<file path="src/rtl/xor_pkg.sv">
// Shared constants and width helpers for the xor_32 datapath.
package xor_pkg;

    localparam int WIDTH_DEFAULT = 32;

    // Bits needed to hold a count from 0 up to and including w.
    function automatic int cnt_width(input int w);
        return $clog2(w + 1);
    endfunction

endpackage

</file>
<file path="src/rtl/xor_32_popcount.sv">
// Combinational popcount built as a recursive balanced adder tree.
module popcount
    import xor_pkg::*;
#(
    parameter int WIDTH = WIDTH_DEFAULT,
    parameter int CNT_W = cnt_width(WIDTH)
) (
    input  logic [WIDTH-1:0] bits,
    output logic [CNT_W-1:0] count
);

    generate
        if (WIDTH == 1) begin : g_leaf
            assign count = CNT_W'(bits);
        end else begin : g_split
            localparam int LO_W  = WIDTH / 2;
            localparam int HI_W  = WIDTH - LO_W;
            localparam int LO_CW = cnt_width(LO_W);
            localparam int HI_CW = cnt_width(HI_W);

            logic [LO_CW-1:0] lo_count;
            logic [HI_CW-1:0] hi_count;

            popcount #(.WIDTH(LO_W)) u_lo (
                .bits  (bits[LO_W-1:0]),
                .count (lo_count)
            );

            popcount #(.WIDTH(HI_W)) u_hi (
                .bits  (bits[WIDTH-1:LO_W]),
                .count (hi_count)
            );

            // Both halves are widened before the add so the carry into the top bit is kept.
            assign count = CNT_W'(lo_count) + CNT_W'(hi_count);
        end
    endgenerate

endmodule

</file>
<file path="src/rtl/xor_32.sv">
// Bitwise XOR with a zero-latency result and a registered result/Hamming-distance stage.
module xor_32
    import xor_pkg::*;
#(
    parameter int WIDTH = WIDTH_DEFAULT,
    parameter int CNT_W = cnt_width(WIDTH)
) (
    input  logic             clk,
    input  logic             rst_n,
    input  logic [WIDTH-1:0] a,
    input  logic [WIDTH-1:0] b,
    input  logic             in_valid,
    output logic [WIDTH-1:0] y,
    output logic             out_valid,
    output logic [WIDTH-1:0] y_q,
    output logic [CNT_W-1:0] hd_q,
    output logic             zero_q
);

    logic [CNT_W-1:0] hd;

    assign y = a ^ b;

    popcount #(.WIDTH(WIDTH), .CNT_W(CNT_W)) u_popcount (
        .bits  (y),
        .count (hd)
    );

    // Reset leaves zero_q=1 so the flag agrees with the cleared y_q.
    always_ff @(posedge clk or negedge rst_n) begin
        if (!rst_n) begin
            out_valid <= 1'b0;
            y_q       <= '0;
            hd_q      <= '0;
            zero_q    <= 1'b1;
        end else begin
            // NOTE: non-blocking assignments keep every register sampling pre-edge values.
            out_valid <= in_valid;
            if (in_valid) begin
                y_q    <= y;
                hd_q   <= hd;
                zero_q <= (y == '0);
            end
        end
    end

endmodule

</file>
<file path="config.mk">
export PLATFORM = sky130hd
export DESIGN_NAME = xor_32
export DESIGN_NICKNAME = d
export VERILOG_FILES = /design/src/rtl/xor_pkg.sv /design/src/rtl/xor_32_popcount.sv /design/src/rtl/xor_32.sv
export SDC_FILE = /design/constraint.sdc
export NUM_CORES = 1
export LEC_CHECK = 0
export CORE_AREA = 2 2 84 86
export DETAILED_ROUTE_END_ITERATION = 7
export DIE_AREA = 0 0 86 88
export PLACE_DENSITY = 0.84
export SKIP_LAST_GASP = 1
export SLEW_MARGIN = 20
export SYNTH_ARGS = -nofsm -noshare
export SYNTH_HDL_FRONTEND = slang
export SYNTH_SLANG_ARGS = --single-unit
</file>
<file path="constraint.sdc">
create_clock -name clk -period 2 [get_ports clk]
set_input_delay 0.3 -clock clk [delete_from_list [all_inputs] [get_ports clk]]
set_output_delay 0.3 -clock clk [all_outputs]
set_load 0.01 [all_outputs]
</file>
== Word level (Yosys, flattened, before mapping) ==
Cells that the tools add are included.
Storage, ports and cells
  register bits: 40
  input bits: 67
  output and inout bits: 72
Operators by class
  add/subtract/negate cells: 31
  bitwise gates (word level): 1
  reductions and logical operators: 1
Operators with widths (count)
  adder 1 x 1 -> 2 bit: 16
  logical NOT 32 bit: 1
  bitwise XOR 32 bit: 1
  adder 2 x 2 -> 3 bit: 8
  adder 3 x 3 -> 4 bit: 4
  adder 4 x 4 -> 5 bit: 2
  adder 5 x 5 -> 6 bit: 1

== Depth between registers and ports, before layout ==
  depth after elaboration: 6
  mapped depth: 18
  gate-level depth less buffers: 18

== Hierarchy ==
Synthesis repeated with hierarchy kept, for this count alone.
Second synthesis, totals
  cell total of the unflattened synthesis: 394
  area total of the unflattened synthesis: 3490.8 µm²
Modules (own cells, without submodules)
  xor_32: times used 1, cells each 193, area each 1828.0 µm²
  popcount (u_popcount.g_split.u_hi.g_split.u_hi.g_split.u_hi ...): times used 8, cells each 7, area each 51.3 µm²
  popcount (u_popcount.g_split.u_hi.g_split.u_hi ...): times used 4, cells each 12, area each 95.1 µm²
  popcount (u_popcount.g_split.u_hi ...): times used 2, cells each 16, area each 136.4 µm²
  popcount (u_popcount.g_split.u_hi.g_split.u_hi.g_split.u_hi.g_split.u_hi.g_split.u_hi ...): times used 32, cells each 1, area each 7.5 µm²
  popcount (u_popcount.g_split.u_hi.g_split.u_hi.g_split.u_hi.g_split.u_hi ...): times used 16, cells each 1, area each 12.5 µm²
  popcount (u_popcount): times used 1, cells each 17, area each 158.9 µm²

== Least setup slack after synthesis ==
OpenSTA, ideal clock, no wires.
  path kind: input-to-reg
  start: in b[0]
  end: reg hd_q[4]
  arrival: 4801 ps
  required time: 1905 ps
  slack: -2897 ps
  stages: 17
  cell sequence: xnor2_1 -> inv_1 -> fa_1 -> inv_1 -> fa_1 -> fa_1 -> fa_1 -> fa_1 -> fa_1 -> inv_1 -> ha_1 -> inv_1 -> fa_1 -> nor2b_1 -> o21ai_0 -> nor3b_1 -> o31ai_1
Between the ends
  word-level cells in the longest chain between the ends: 6
Ends and longest elaborated chain
  from (decl): line xor_32.sv:11  | input logic [WIDTH-1:0] b,
  bitwise XOR 32 bit: line xor_32.sv:22  | assign y = a ^ b;
  named net u_popcount.g_split.u_lo.g_split.u_lo.g_split.u_lo.g_split.u_lo.g_split.lo_count: line xor_32_popcount.sv:21  | logic [LO_CW-1:0] lo_count;
  adder 1 x 1 -> 2 bit: line xor_32_popcount.sv:35  | assign count = CNT_W'(lo_count) + CNT_W'(hi_count);
  adder 2 x 2 -> 3 bit: line xor_32_popcount.sv:35
  adder 3 x 3 -> 4 bit: line xor_32_popcount.sv:35
  adder 4 x 4 -> 5 bit: line xor_32_popcount.sv:35
  adder 5 x 5 -> 6 bit: line xor_32_popcount.sv:35
  to (signal assigned): line xor_32.sv:34  | hd_q <= '0;
  to (signal assigned): line xor_32.sv:41  | hd_q <= hd;
  to (decl): line xor_32.sv:16  | output logic [CNT_W-1:0] hd_q,
The timed path passes the listed nets, and every way through them passes these cells.
A chain may end at the register's enable or synchronous reset.

== Worst setup path after layout ==
  start: in a[27]
  end: reg hd_q[4]
Between the ends
  word-level cells in the longest chain between the ends: 6
Ends and longest elaborated chain
  from (decl): line xor_32.sv:10  | input logic [WIDTH-1:0] a,
  bitwise XOR 32 bit: line xor_32.sv:22
  adder 1 x 1 -> 2 bit: line xor_32_popcount.sv:35
  adder 2 x 2 -> 3 bit: line xor_32_popcount.sv:35
  adder 3 x 3 -> 4 bit: line xor_32_popcount.sv:35
  adder 4 x 4 -> 5 bit: line xor_32_popcount.sv:35
  adder 5 x 5 -> 6 bit: line xor_32_popcount.sv:35
Every way passes these cells.

==> results.yml <==
synth:
  postSynthCellCount: 296
  postSynth.asyncResetShare: 1.00
  syn-cell-area_sq_um: 2840
  synth_fp_nets: 395
  yosysSeqAreaShare: 0.353
  ys_dominant_reg_cell: "dfrtp_1"
  synth_top_cells_by_count: "nor2_1, inv_1, dfrtp_1, buf_4, xor2_1"
  mean_post_synth_cell_area_sq_um: 9.60
  yosysWarnings: 0
  synthDominantCellAreaShare: 0.343
  synth_largest_area_cell: "dfrtp_1"
  yosys.cell_count.top_type: "nor2_1"
  flops_latches_synth: 40
  netlist_top_cells_area: "dfrtp_1, fa_1, xor2_1"
  synth-edff-count: 0
  yosys.cell_types.count: 27
routing:
  route.detailed.vias_per_inst: 5.21
  dr.first_iter.drc_count: 172
  route.detailed.wl_per_inst_microns: 22.1
  routed_wirelength_microns: 14100
  dr_drc_count: 0
  drt_pre_antenna_iters: 4
  route.antenna.remaining_nets: 0
  vias: 3311
clock_tree:
  max-clock-path-buffers: 2
  cts.sinks: 40
  cts_inserted_buffers: 5
  cts_tree: "yes"
  clock_insertion_delay_worst_skew_ns: 0.29
  path_clk_slew_ns: 0.09
  clock-root-buffer: "clkbuf_8"
  clock_tree.htree_level_count: 2
floorplan:
  die_area_sq_um: 7570
  io_pins: 139
  floorplan.initialDensity: 0.428
  placementRows: 30
  die_y_microns: 88
  core_area_sq_um: 6640
  chipWidth_microns: 86
critical_path:
  critical_path.n_buffers_inverters: 6
  critical-path-slowest-cell: "fa_1"
  path_cells: "buf_2 -> xor2_2 -> inv_2 -> fa_1 -> fa_1 -> inv_2 -> fa_1 -> inv_1 -> fa_1 -> fa_1 -> fa_1 -> inv_2 -> ha_4 -> inv_2 -> fa_2 -> nor2b_1 -> o21ai_1 -> nor3b_2 -> o31ai_1"
  arrival_ns: 5.06
  cp-end-kind: "flop"
  crit_path_max_incr_delay_ns: 0.54
  cp_num_cells: 19
  timing_worst_setup_path_type: "in2reg"
  rr_worst_depth: 2
  crit_required_ns: 2.20
  critPathTopFamily: "adder cells"
  crit-reg2reg-launch: "hd_q[5]"
  critical_path.most_common_cell: "fa_1"
  worstSetupStartpointType: "input pin"
  critical_path_peak_fanout: 2
  worstSetupStartpoint: "a[27]"
min_path:
  hold_path_depth: 5
  hp-start: "in_valid"
  hp-class: "in2reg"
global_route:
  grt_max_degree: 41
  wire_length_of_the_first_global_routing_pass_microns: 20100
  global_route.usage.total: 0.365
  first_global_vias: 3693
  grt_overflow_total: 0
  antenna_found_initial: 1
timing:
  clock-skew-final_ns: 0
  layout_min_cycle_time_ns: 4.86
  final_hold_fails: 0
  max_freq_mhz: 206
  setup_viol: 11
  rsz0062_at_grt: "true"
  worst_slew_margin_rel: 0.604
  final.period_utilization: 2.43
  fin_hold_ws_ns: 0.465
  worst_slew_pin_slew_ns: 0.593
  worst_slack_ns: -2.86
  setup_tns_ns: -20.35
  timing_max_transition_violations_final: 0
pwr:
  power.leakage_nw: 2.77
  power.density_cell_area_nw_per_um2: 1460
  worst_ir_drop_on_vdd_v: 0.00162
run_status:
  failed_checks: "negative setup slack"
  outcome: "complete, but fails checks"
placed_design:
  gp_routability_congestion: 0.810
  hpwl_microns: 6750
  numPortBuffers: 138
final_layout:
  fill_cells: 336
  share_of_final_layout_standard_cells_stronger_than_drive_strength_1: 0.446
  layout-area-overhead-vs-synth_pct: 96.7
  finalNetCount: 654
  insertedDiodeCount: 0
run:
  max-cap-violations: 0
## sequential cells by signal, summed over array words and instances (netlist names)
| name | count |
|---|---|
| y_q | 32 |
| hd_q | 6 |
| out_valid | 1 |
| zero_q | 1 |
## worst register-to-register path: stages, from the launching register on
cell and delay [ns]:
dfrtp_1 0.39, nor2b_1 0.14, a31o_2 0.22
## per-stage QoR
step	util	setup WS, ns	power [W]	cells	area (sq um)
floorplan	-	-2.69	0.00459	296	2940
global placement	0.684	-3.36	0.00611	527	4540
detailed placement	0.684	-3.46	0.00632	527	4540
CTS	0.827	-2.76	0.00757	638	5500
global route	0.841	-2.93	0.00874	636	5590
finish	0.841	-2.86	0.00815	636	5590
## final timing paths
check	end	slack (ns)
max	hd_q[4]	-2.86
min	zero_q	0.46
max reg2reg	hd_q[5]	1.14
min reg2reg	zero_q	0.48
max in group asynchronous	zero_q	1.24
min in group asynchronous	y_q[30]	0.50
## power by group
group / leakage (nW) / total [W] / switching, W / internal (W)
Clock: 0.0455 / 0.000590 / 0.000308 / 0.000282
Sequential: 0.452 / 0.00108 / 0.0000892 / 0.000989
Combinational: 2.27 / 0.00648 / 0.00309 / 0.00340
Total: 2.77 / 0.00815 / 0.00349 / 0.00467
## routing by layer
layer / track usage / share of wire
met1: 0.367 / 0.32
met2: 0.661 / 0.52
met3: 0.0924 / 0.084
met4: 0.251 / 0.073
met5: 0 / 0.00092
## cell type report
cell class / count / area (sq um) / share of cell area
Clock buffer: 8 / 90.1 / 0.0161
Tap cell: 80 / 100 / 0.0179
Timing Repair Buffer: 292 / 2480 / 0.444
Inverter: 49 / 184 / 0.0329
Sequential cell: 40 / 1000 / 0.179
Multi-Input combinational cell: 167 / 1730 / 0.310
## cell families (layout without fill, tap and decap cells)
| group | Yosys count | after routing | synth area share |
|---|---|---|---|
| mux | 3 | 3 | 0.0119 |
| fa+ha+maj | 32 | 32 | 0.204 |
| flops | 40 | 40 | 0.353 |
| simple gates | 66 | 66 | 0.101 |
| xor+xnor | 34 | 34 | 0.105 |
| buf+inv | 89 | 349 | 0.162 |
| compound gates | 32 | 32 | 0.0630 |
## repair_timing
item / in CTS / in global routing
resized for setup: 124 / 56
gates cloned: 0 / 0
hold buffers: 1 / 0
endpoints found under the hold margin: 39 / 0
buffers inserted: 102 / 17
pin swaps: 37 / 33
setup endpoints to repair: 25 / 20
## placed cells by master (no fill, tap or decap), types with 2 or more instances in the layout
| master | synthesis | final |
|---|---|---|
| buf_4 | 32 | 151 |
| clkdlybuf4s50_1 | 0 | 90 |
| nor2_1 | 50 | 50 |
| dfrtp_1 | 39 | 39 |
| inv_1 | 49 | 34 |
| fa_1 | 24 | 22 |
| a21oi_1 | 23 | 21 |
| xor2_2 | 0 | 20 |
| inv_2 | 0 | 15 |
| clkbuf_2 | 0 | 12 |
| buf_2 | 6 | 10 |
| dlymetal6s2s_1 | 0 | 10 |
| ha_1 | 8 | 7 |
| xor2_4 | 0 | 6 |
| clkbuf_8 | 0 | 6 |
| buf_6 | 0 | 6 |
| dlygate4sd2_1 | 0 | 6 |
| xor2_1 | 30 | 4 |
| nor4_2 | 1 | 4 |
| o21ai_1 | 0 | 3 |
| nand2_1 | 3 | 3 |
| a21oi_2 | 1 | 3 |
| nor4_1 | 6 | 3 |
| xnor2_4 | 0 | 2 |
| nor2b_1 | 2 | 2 |
| xnor2_1 | 4 | 2 |
| mux2_2 | 3 | 2 |
| nand4_1 | 2 | 2 |
| fa_2 | 0 | 2 |
| clkbuf_1 | 2 | 2 |
| buf_8 | 0 | 2 |
| clkdlybuf4s15_1 | 0 | 2 |
(Power assumes the default switching activity.)
